==> config.mk <==
export PLATFORM = sky130hd
export DESIGN_NAME = hazard_ctrl_flat
export DESIGN_NICKNAME = d
export VERILOG_FILES = /design/src/rtl/hazard_ctrl_if.sv /design/src/rtl/hazard_ctrl.sv /design/src/flat_wrapper.sv
export SDC_FILE = /design/constraint.sdc
export NUM_CORES = 1
export LEC_CHECK = 0
export CAP_MARGIN = 40
export CORE_ASPECT_RATIO = 0.8
export CORE_MARGIN = 4
export CORE_UTILIZATION = 40
export CTS_CLUSTER_SIZE = 40
export DETAILED_ROUTE_END_ITERATION = 8
export HOLD_SLACK_MARGIN = 0.12
export PLACE_DENSITY = 0.78
export SLEW_MARGIN = 20
export SYNTH_ARGS = -nofsm -noshare
export SYNTH_HDL_FRONTEND = slang
export SYNTH_SLANG_ARGS = --single-unit
==> constraint.sdc <==
create_clock -name clk -period 2.44 [get_ports clk]
set_clock_uncertainty 0.15 [all_clocks]
set_input_delay 0.488 -clock clk [delete_from_list [all_inputs] [get_ports clk]]
set_output_delay 0.488 -clock clk [all_outputs]
set_load 0.02 [all_outputs]
==> src/rtl/hazard_ctrl_if.sv <==
// Hazard-protocol bundle between the pipeline datapath (master) and the stall/flush
// controller (slave): ID/EX/MEM hazard inputs and per-stage enable/clear controls.
interface hazard_ctrl_if;
   logic [4:0] rs0_id;
   logic [4:0] rs1_id;
   logic [4:0] rd_ex;
   logic       regwrite_ex;
   logic       memread_ex;
   logic       br_taken_ex;
   logic       dmem_req;
   logic       dmem_ready;

   logic       pc_en;
   logic       pc_redirect;
   logic       ifid_en;
   logic       ifid_clr;
   logic       idex_en;
   logic       idex_clr;
   logic       exmem_en;
   logic       memwb_clr;
   logic       mem_err;

   modport master (
      output rs0_id, rs1_id, rd_ex, regwrite_ex, memread_ex, br_taken_ex,
             dmem_req, dmem_ready,
      input  pc_en, pc_redirect, ifid_en, ifid_clr, idex_en, idex_clr,
             exmem_en, memwb_clr, mem_err
   );

   modport slave (
      input  rs0_id, rs1_id, rd_ex, regwrite_ex, memread_ex, br_taken_ex,
             dmem_req, dmem_ready,
      output pc_en, pc_redirect, ifid_en, ifid_clr, idex_en, idex_clr,
             exmem_en, memwb_clr, mem_err
   );
endinterface

==> src/rtl/hazard_ctrl.sv <==
// Pipeline stall/flush controller: load-use bubble, taken-branch squash and bounded
// data-memory wait. Define HAZARD_PERF_EN to add stall_cnt/flush_cnt performance counters.
module hazard_ctrl #(
   parameter int MEM_TIMEOUT = 16,
   parameter int CNT_W       = 5
) (
   input  logic         clk,
   input  logic         rst,
   hazard_ctrl_if.slave hz
`ifdef HAZARD_PERF_EN
   ,
   output logic [31:0]  stall_cnt,
   output logic [31:0]  flush_cnt
`endif
);

   typedef enum logic [1:0] {
      RUN      = 2'd0,
      MEM_WAIT = 2'd1,
      ERR      = 2'd2
   } state_e;

   localparam logic [CNT_W-1:0] TIMEOUT_C = CNT_W'(MEM_TIMEOUT);
   localparam logic [CNT_W-1:0] ONE_C     = CNT_W'(1);

   state_e           state_q, state_d;
   logic [CNT_W-1:0] wait_cnt_q, wait_cnt_d;
   logic             mem_err_q, mem_err_d;
   logic             memstall;
   logic             loaduse;

   // Once in ERR the pending access is dropped so the pipeline can drain.
   assign memstall = hz.dmem_req & ~hz.dmem_ready & (state_q != ERR);
   assign loaduse  = hz.memread_ex & hz.regwrite_ex & (hz.rd_ex != 5'd0) &
                     ((hz.rd_ex == hz.rs0_id) | (hz.rd_ex == hz.rs1_id));

   always_ff @(posedge clk or posedge rst) begin
      if (rst) begin
         state_q    <= RUN;
         wait_cnt_q <= '0;
         mem_err_q  <= 1'b0;
      end else begin
         state_q    <= state_d;
         wait_cnt_q <= wait_cnt_d;
         mem_err_q  <= mem_err_d;
      end
   end

   always_comb begin
      state_d    = state_q;
      wait_cnt_d = wait_cnt_q;
      mem_err_d  = mem_err_q;
      case (state_q)
         RUN: begin
            if (memstall) begin
               state_d    = MEM_WAIT;
               wait_cnt_d = ONE_C;
            end
         end
         MEM_WAIT: begin
            if (!memstall) begin
               state_d    = RUN;
               wait_cnt_d = '0;
            end else if (wait_cnt_q >= TIMEOUT_C) begin
               state_d   = ERR;
               mem_err_d = 1'b1;
            end else begin
               wait_cnt_d = wait_cnt_q + ONE_C;
            end
         end
         ERR: begin
            mem_err_d = 1'b1;
         end
         default: begin
            state_d    = RUN;
            wait_cnt_d = '0;
         end
      endcase
   end

   // A taken branch held behind a memory stall is serviced the cycle the stall releases.
   always_comb begin
      hz.pc_en       = 1'b1;
      hz.pc_redirect = 1'b0;
      hz.ifid_en     = 1'b1;
      hz.ifid_clr    = 1'b0;
      hz.idex_en     = 1'b1;
      hz.idex_clr    = 1'b0;
      hz.exmem_en    = 1'b1;
      hz.memwb_clr   = 1'b0;
      if (memstall) begin
         hz.pc_en     = 1'b0;
         hz.ifid_en   = 1'b0;
         hz.idex_en   = 1'b0;
         hz.exmem_en  = 1'b0;
         hz.memwb_clr = 1'b1;
      end else if (hz.br_taken_ex) begin
         hz.pc_redirect = 1'b1;
         hz.ifid_clr    = 1'b1;
         hz.idex_clr    = 1'b1;
      end else if (loaduse) begin
         hz.pc_en    = 1'b0;
         hz.ifid_en  = 1'b0;
         hz.idex_clr = 1'b1;
      end
   end

   assign hz.mem_err = mem_err_q;

`ifdef HAZARD_PERF_EN
   logic [31:0] stall_cnt_q, flush_cnt_q;

   always_ff @(posedge clk or posedge rst) begin
      if (rst) begin
         stall_cnt_q <= '0;
         flush_cnt_q <= '0;
      end else begin
         if (!hz.pc_en) begin
            stall_cnt_q <= stall_cnt_q + 32'd1;
         end
         if (hz.pc_redirect) begin
            flush_cnt_q <= flush_cnt_q + 32'd1;
         end
      end
   end

   assign stall_cnt = stall_cnt_q;
   assign flush_cnt = flush_cnt_q;
`endif

endmodule

==> src/flat_wrapper.sv <==
// flat-port wrapper written by rule: the top's interface ports become plain ports
module hazard_ctrl_flat 
#(
   parameter int MEM_TIMEOUT = 16,
   parameter int CNT_W       = 5
)
  (clk, rst, hz_rs0_id, hz_rs1_id, hz_rd_ex, hz_regwrite_ex, hz_memread_ex, hz_br_taken_ex, hz_dmem_req, hz_dmem_ready, hz_pc_en, hz_pc_redirect, hz_ifid_en, hz_ifid_clr, hz_idex_en, hz_idex_clr, hz_exmem_en, hz_memwb_clr, hz_mem_err);
  hazard_ctrl_if hz_i ();
  input  logic clk;
  input  logic rst;
  input wire logic [$bits(hz_i.rs0_id)-1:0] hz_rs0_id;
  input wire logic [$bits(hz_i.rs1_id)-1:0] hz_rs1_id;
  input wire logic [$bits(hz_i.rd_ex)-1:0] hz_rd_ex;
  input wire logic [$bits(hz_i.regwrite_ex)-1:0] hz_regwrite_ex;
  input wire logic [$bits(hz_i.memread_ex)-1:0] hz_memread_ex;
  input wire logic [$bits(hz_i.br_taken_ex)-1:0] hz_br_taken_ex;
  input wire logic [$bits(hz_i.dmem_req)-1:0] hz_dmem_req;
  input wire logic [$bits(hz_i.dmem_ready)-1:0] hz_dmem_ready;
  output wire logic [$bits(hz_i.pc_en)-1:0] hz_pc_en;
  output wire logic [$bits(hz_i.pc_redirect)-1:0] hz_pc_redirect;
  output wire logic [$bits(hz_i.ifid_en)-1:0] hz_ifid_en;
  output wire logic [$bits(hz_i.ifid_clr)-1:0] hz_ifid_clr;
  output wire logic [$bits(hz_i.idex_en)-1:0] hz_idex_en;
  output wire logic [$bits(hz_i.idex_clr)-1:0] hz_idex_clr;
  output wire logic [$bits(hz_i.exmem_en)-1:0] hz_exmem_en;
  output wire logic [$bits(hz_i.memwb_clr)-1:0] hz_memwb_clr;
  output wire logic [$bits(hz_i.mem_err)-1:0] hz_mem_err;
  assign hz_i.rs0_id = hz_rs0_id;
  assign hz_i.rs1_id = hz_rs1_id;
  assign hz_i.rd_ex = hz_rd_ex;
  assign hz_i.regwrite_ex = hz_regwrite_ex;
  assign hz_i.memread_ex = hz_memread_ex;
  assign hz_i.br_taken_ex = hz_br_taken_ex;
  assign hz_i.dmem_req = hz_dmem_req;
  assign hz_i.dmem_ready = hz_dmem_ready;
  assign hz_pc_en = hz_i.pc_en;
  assign hz_pc_redirect = hz_i.pc_redirect;
  assign hz_ifid_en = hz_i.ifid_en;
  assign hz_ifid_clr = hz_i.ifid_clr;
  assign hz_idex_en = hz_i.idex_en;
  assign hz_idex_clr = hz_i.idex_clr;
  assign hz_exmem_en = hz_i.exmem_en;
  assign hz_memwb_clr = hz_i.memwb_clr;
  assign hz_mem_err = hz_i.mem_err;
  hazard_ctrl #(.MEM_TIMEOUT(MEM_TIMEOUT), .CNT_W(CNT_W)) u_core (.clk(clk), .rst(rst), .hz(hz_i));
endmodule
# Yosys cells after proc, flatten, opt, wreduce, memory -nomap -nowiden
# Index checks and enable logic that the tools add are counted.
[op_classes]
addsub = 1
n_lt_le_gt_ge = 1
muxes = 21
reduce_logical = 6
bitwise_logic = 8
n_eq_ne = 10
[op_table]
columns = ["operator", "count"]
rows = [
  ["5-bit 2-to-1 mux", 3],
  ["5-bit case mux with 3 select lines", 1],
  ["1-bit 2-to-1 mux", 12],
  ["5-bit equality test", 2],
  ["3-bit AND reduction", 3],
  ["2-bit 2-to-1 mux", 3],
  ["2-bit by 1-bit inequality test with 1-bit output (second input constant)", 3],
  ["3-bit inequality test (second input constant)", 2],
  ["2-bit case mux with 3 select lines", 1],
  ["5-bit by 1-bit adder with 5-bit output (second input constant)", 1],
  ["1-bit bitwise AND", 5],
  ["5-bit >= comparator (second input constant)", 1],
  ["5-bit nonzero test", 1],
  ["2-bit by 1-bit equality test with 1-bit output (second input constant)", 1],
  ["2-bit equality test (second input constant)", 1],
  ["2-bit logical NOT", 1],
  ["2-bit inequality test (second input constant)", 1],
  ["1-bit inverter", 2],
  ["1-bit case mux with 2 select lines", 1],
  ["2-bit nonzero test", 1],
  ["1-bit bitwise OR", 1],
]
[totals]
regBits = 8
out_inout_bits = 9
in_bits = 22
word_cells = 50

# Longest topological paths before layout
[depth]
ltp_word = 6
mapped_depth = 6
ltp_nobuf = 6

# Least setup slack after synthesis
# No wires, ideal clock.
[synth_path]
path_type = "input port to output port"
start = "in hz_rd_ex[1]"
end = "out hz_pc_en"
path_buffers = 1
setup_slack_ps = 10
t_required_ps = 1802
t_arrival_ps = 1792
path_stages = 5
cell_sequence = "or4_4 > nor2_4 > nor3_1 > a21oi_1 > buf_4"
[synth_between]
elab_chain_cells = 6
word_cells_on_any_way = 9
cone_classes = "eq/ne (2); mux (3); bitwise (3); reduce/logical (1)"
[synth_lines]
columns = ["item", "line", "text"]
rows = [
  ["start: declaration", "flat_wrapper.sv:13", "input wire logic [$bits(hz_i.rd_ex)-1:0] hz_rd_ex;"],
  ["5-bit equality test or 5-bit nonzero test (tied branches)", "hazard_ctrl.sv:35, hazard_ctrl.sv:34", ""],
  ["1-bit bitwise OR or 1-bit bitwise AND (tied branches)", "hazard_ctrl.sv:35, hazard_ctrl.sv:34", ""],
  ["1-bit bitwise AND (*)", "hazard_ctrl.sv:34", "assign loaduse = hz.memread_ex & hz.regwrite_ex & (hz.rd_ex != 5'd0) &"],
  ["1-bit 2-to-1 mux (*) (3 in series)", "-", ""],
  ["end: declaration", "flat_wrapper.sv:19", "output wire logic [$bits(hz_i.pc_en)-1:0] hz_pc_en;"],
]
# Every way passes the cells marked *; elsewhere a longest branch is shown, timed or not.

# Worst setup path in the final report
[layout_path]
start = "in hz_rd_ex[1]"
end = "out hz_pc_en"
[layout_between]
elab_chain_cells = 6
word_cells_on_any_way = 9
cone_classes = "eq/ne (2); mux (3); bitwise (3); reduce/logical (1)"
[layout_lines]
columns = ["item", "line", "text"]
rows = [
  ["5-bit equality test or 5-bit nonzero test (tied branches)", "hazard_ctrl.sv:35, hazard_ctrl.sv:34", ""],
  ["1-bit bitwise OR or 1-bit bitwise AND (tied branches)", "hazard_ctrl.sv:35, hazard_ctrl.sv:34", ""],
  ["1-bit bitwise AND (*)", "hazard_ctrl.sv:34", ""],
  ["1-bit 2-to-1 mux (*)", "hazard_ctrl.sv:101", "end else if (loaduse) begin"],
  ["1-bit 2-to-1 mux (*)", "hazard_ctrl.sv:97", "end else if (hz.br_taken_ex) begin"],
  ["1-bit 2-to-1 mux (*)", "hazard_ctrl.sv:91", "if (memstall) begin"],
]
# Marks and branches as above.

==> results.sh <==
export IMPL_status="finished, final reports clean"
export IMPL_syn2layout_area_growth_pct=62.3
export IMPL_cts_tree="yes"
export IMPL_critPathArrivalTime_ns=1.78
export IMPL_holdBufCountCts=0
export IMPL_drive_gt1_share_pct=28.1
export IMPL_numPortBuffers=30
export IMPL_grt_pass1_wl_um=3130
export IMPL_drt_first_pass_iters=4
export IMPL_num_nets_final=143
export IMPL_dpl_hpwl_um=1680
export IMPL_worst_slew_pin_slew_ns=0.323
export IMPL_post_cts_setup_buffers=0
export IMPL_yosysSeqAreaShare_pct=30.3
export IMPL_max_slew_margin_pct=78.5
export IMPL_synthCells=73
export IMPL_synth_area_um2=661
export IMPL_multi_input_area_um2=438
export IMPL_cts_path_max_buffers=2
export IMPL_max_clock_freq_ghz=0.414
export IMPL_cp_max_fo=2
export IMPL_synth_fp_nets=100
export IMPL_start_util_pct=44.9
export IMPL_power_density_nw_per_um2=512
export IMPL_fin_ws_ns=0.0219
export IMPL_antenna_found_initial=0
export IMPL_cp_end_kind="output pin"
export IMPL_drv_cap=0
export IMPL_finalCriticalPeriod_ns=2.42
export IMPL_cts_sinks=8
export IMPL_fin_cells=135
export IMPL_ioPinCount=31
export IMPL_overflow=0
export IMPL_grt_setup_unrepaired="true"
export IMPL_min_path_type="input pin to asynchronous set/reset pin"
export IMPL_first_global_vias=671
export IMPL_fin_crit_sh_pct=99.1
export IMPL_die_width_um=53.4
export IMPL_ff_latch_area_um2=200
export IMPL_grt_max_degree=9
export IMPL_gp_congestion=0.848
export IMPL_synth_area_per_cell_um2=9.05
export IMPL_drc=0
export IMPL_drtIter0Drc=11
export IMPL_pre_cts_ws_ns=-0.754
export IMPL_grt_usage_pct=18.4
export IMPL_final_max_slew_violation_count=0
export IMPL_post_drt_via_cell_ratio=4.89
export IMPL_placementRows=12
export IMPL_final_hold_viol_count=0
export IMPL_routedWlPerCell_um=14.8
export IMPL_timing_setup_tns_ns=0
export IMPL_die_area_um2=2370
export IMPL_clk_latency_ns=0.26
export IMPL_cts_root_buf="clkbuf_4"
export IMPL_coreArea_um2=1470
export IMPL_cts_buffers=3
export IMPL_peakVddDrop_v=0.000518
export IMPL_dp_cells=132
export IMPL_die_y_um=44.4
export IMPL_antenna_cells=0
export IMPL_synth_seq_cells=8
export IMPL_crit_required_ns=1.80
export IMPL_clk_pin_slew_worst_paths_ns=0.06
export IMPL_cp_start_kind="input pin"
export IMPL_power_leakage_nw=0.488
export IMPL_ys_warn_count=0
export IMPL_ant_nets=0
export IMPL_fillCellCount=135
export IMPL_synth_cell_types=29
export IMPL_critPathKind="input pin to output pin"
export IMPL_htreeDepth=1
export IMPL_routed_wl_um=2000
export IMPL_vias=660
export IMPL_finalSetupViolCount=0
area by class of cell:
cell class / instances / share of cell area [%]
multi-input combinational: 56 / 40.8
inverter: 6 / 2.33
clock buffer: 3 / 2.10
tap: 21 / 2.45
timing repair buffer: 41 / 33.6
sequential: 8 / 18.7
cells in the final DEF, fill, tap and decap left out, types with 2 or more instances in the layout:
master,count
inv_1,5
a31oi_1,2
nor2_1,3
clkdlybuf4s50_1,15
a21o_1,3
nand2_1,5
xnor2_1,10
a21oi_1,5
ha_1,5
dfrtp_1,8
dlygate4sd2_1,5
o21ai_0,3
clkbuf_4,3
buf_4,14
buf_2,2
dlymetal6s2s_1,2
nand3_1,2
flip-flops by register name, indices dropped and copies added (netlist names):
register and cells:
u_core.wait_cnt_q 5, u_core.state_q 2, u_core.hz.mem_err 1
report_power, final:
part	total, mW	switching [mW]	internal, mW
combinational	0.269	0.132	0.137
sequential	0.175	0.0191	0.156
clock	0.105	0.0484	0.0565
timing repair:
| action | CTS | global route |
|---|---|---|
| pin swaps | 3 | 5 |
| resized for setup | 35 | 8 |
| endpoints found under the setup margin | 8 | 6 |
critical path, stage by stage:
cell,delay (ns)
dlygate4sd2_1,0.25
or4_4,0.55
nor2_4,0.11
nor3_2,0.06
a21oi_2,0.16
buf_4,0.16
metrics by stage:
stage	util, %	cell area (um2)	hold slack, ns	total power [mW]
after floorplan	-	661	0.154	0.337
after global routing	72.9	1070	0.370	0.599
after CTS	71.5	1050	0.341	0.547
after global placement	71.2	1050	0.292	0.442
after detailed placement	71.2	1050	0.325	0.450
final	72.9	1070	0.330	0.550
cells in the mapped netlist, drive strengths merged:
cell type / number / share of area, %
a21o: 3 / 3.4
a21oi: 6 / 4.5
a31oi: 2 / 1.9
a41oi: 1 / 1.3
and2: 1 / 0.95
buf: 3 / 3.4
dfrtp: 8 / 30
ha: 5 / 9.5
inv: 6 / 3.8
mux2: 1 / 1.7
mux2i: 1 / 1.5
nand2: 5 / 2.8
nand2b: 1 / 0.95
nand3: 2 / 1.5
nand4b: 1 / 1.3
nand4bb: 1 / 2.5
nor2: 5 / 4.4
nor2b: 1 / 0.95
nor3: 2 / 1.5
o21ai: 4 / 3.0
o22ai: 1 / 0.95
o32a: 1 / 1.5
or2: 1 / 1.3
or4: 1 / 1.7
xnor2: 10 / 13
kinds of logic after synthesis:
family                   count (synthesis)  share of synthesized area (%)
AND/OR/NAND/NOR                         21                           19.9
AO/OA/AOI/OAI                           18                           16.7
XOR/XNOR                                10                           13.3
buffers and inverters                    9                           7.20
flip-flops                               8                           30.3
adder cells (fa/ha/maj)                  5                           9.47
multiplexers                             2                           3.22
routing by layer:
layer / vias up / track usage, % / wire (um)
met5: - / 0 / 0
met2: 9 / 30.1 / 1060
met4: 0 / 2.55 / 0
met3: 0 / 7.41 / 65
met1: 315 / 23.3 / 870
li1: 336 / - / -
path summary, 6_finish.rpt:
check / slack [ns] / endpoint / cells after the start / startpoint
min reg2reg: 0.33 / u_core.hz.mem_err / 1 / u_core.hz.mem_err
min in group clk: 0.33 / u_core.hz.mem_err / 1 / u_core.hz.mem_err
max: 0.02 / hz_pc_en / 6 / hz_rd_ex[1]
max in group asynchronous: 1.56 / u_core.wait_cnt_q[2] / 2 / rst
max reg2reg: 0.51 / u_core.state_q[0] / 7 / u_core.state_q[0]
min: 0.33 / u_core.state_q[0] / 2 / rst
(Power assumes the default switching activity.)
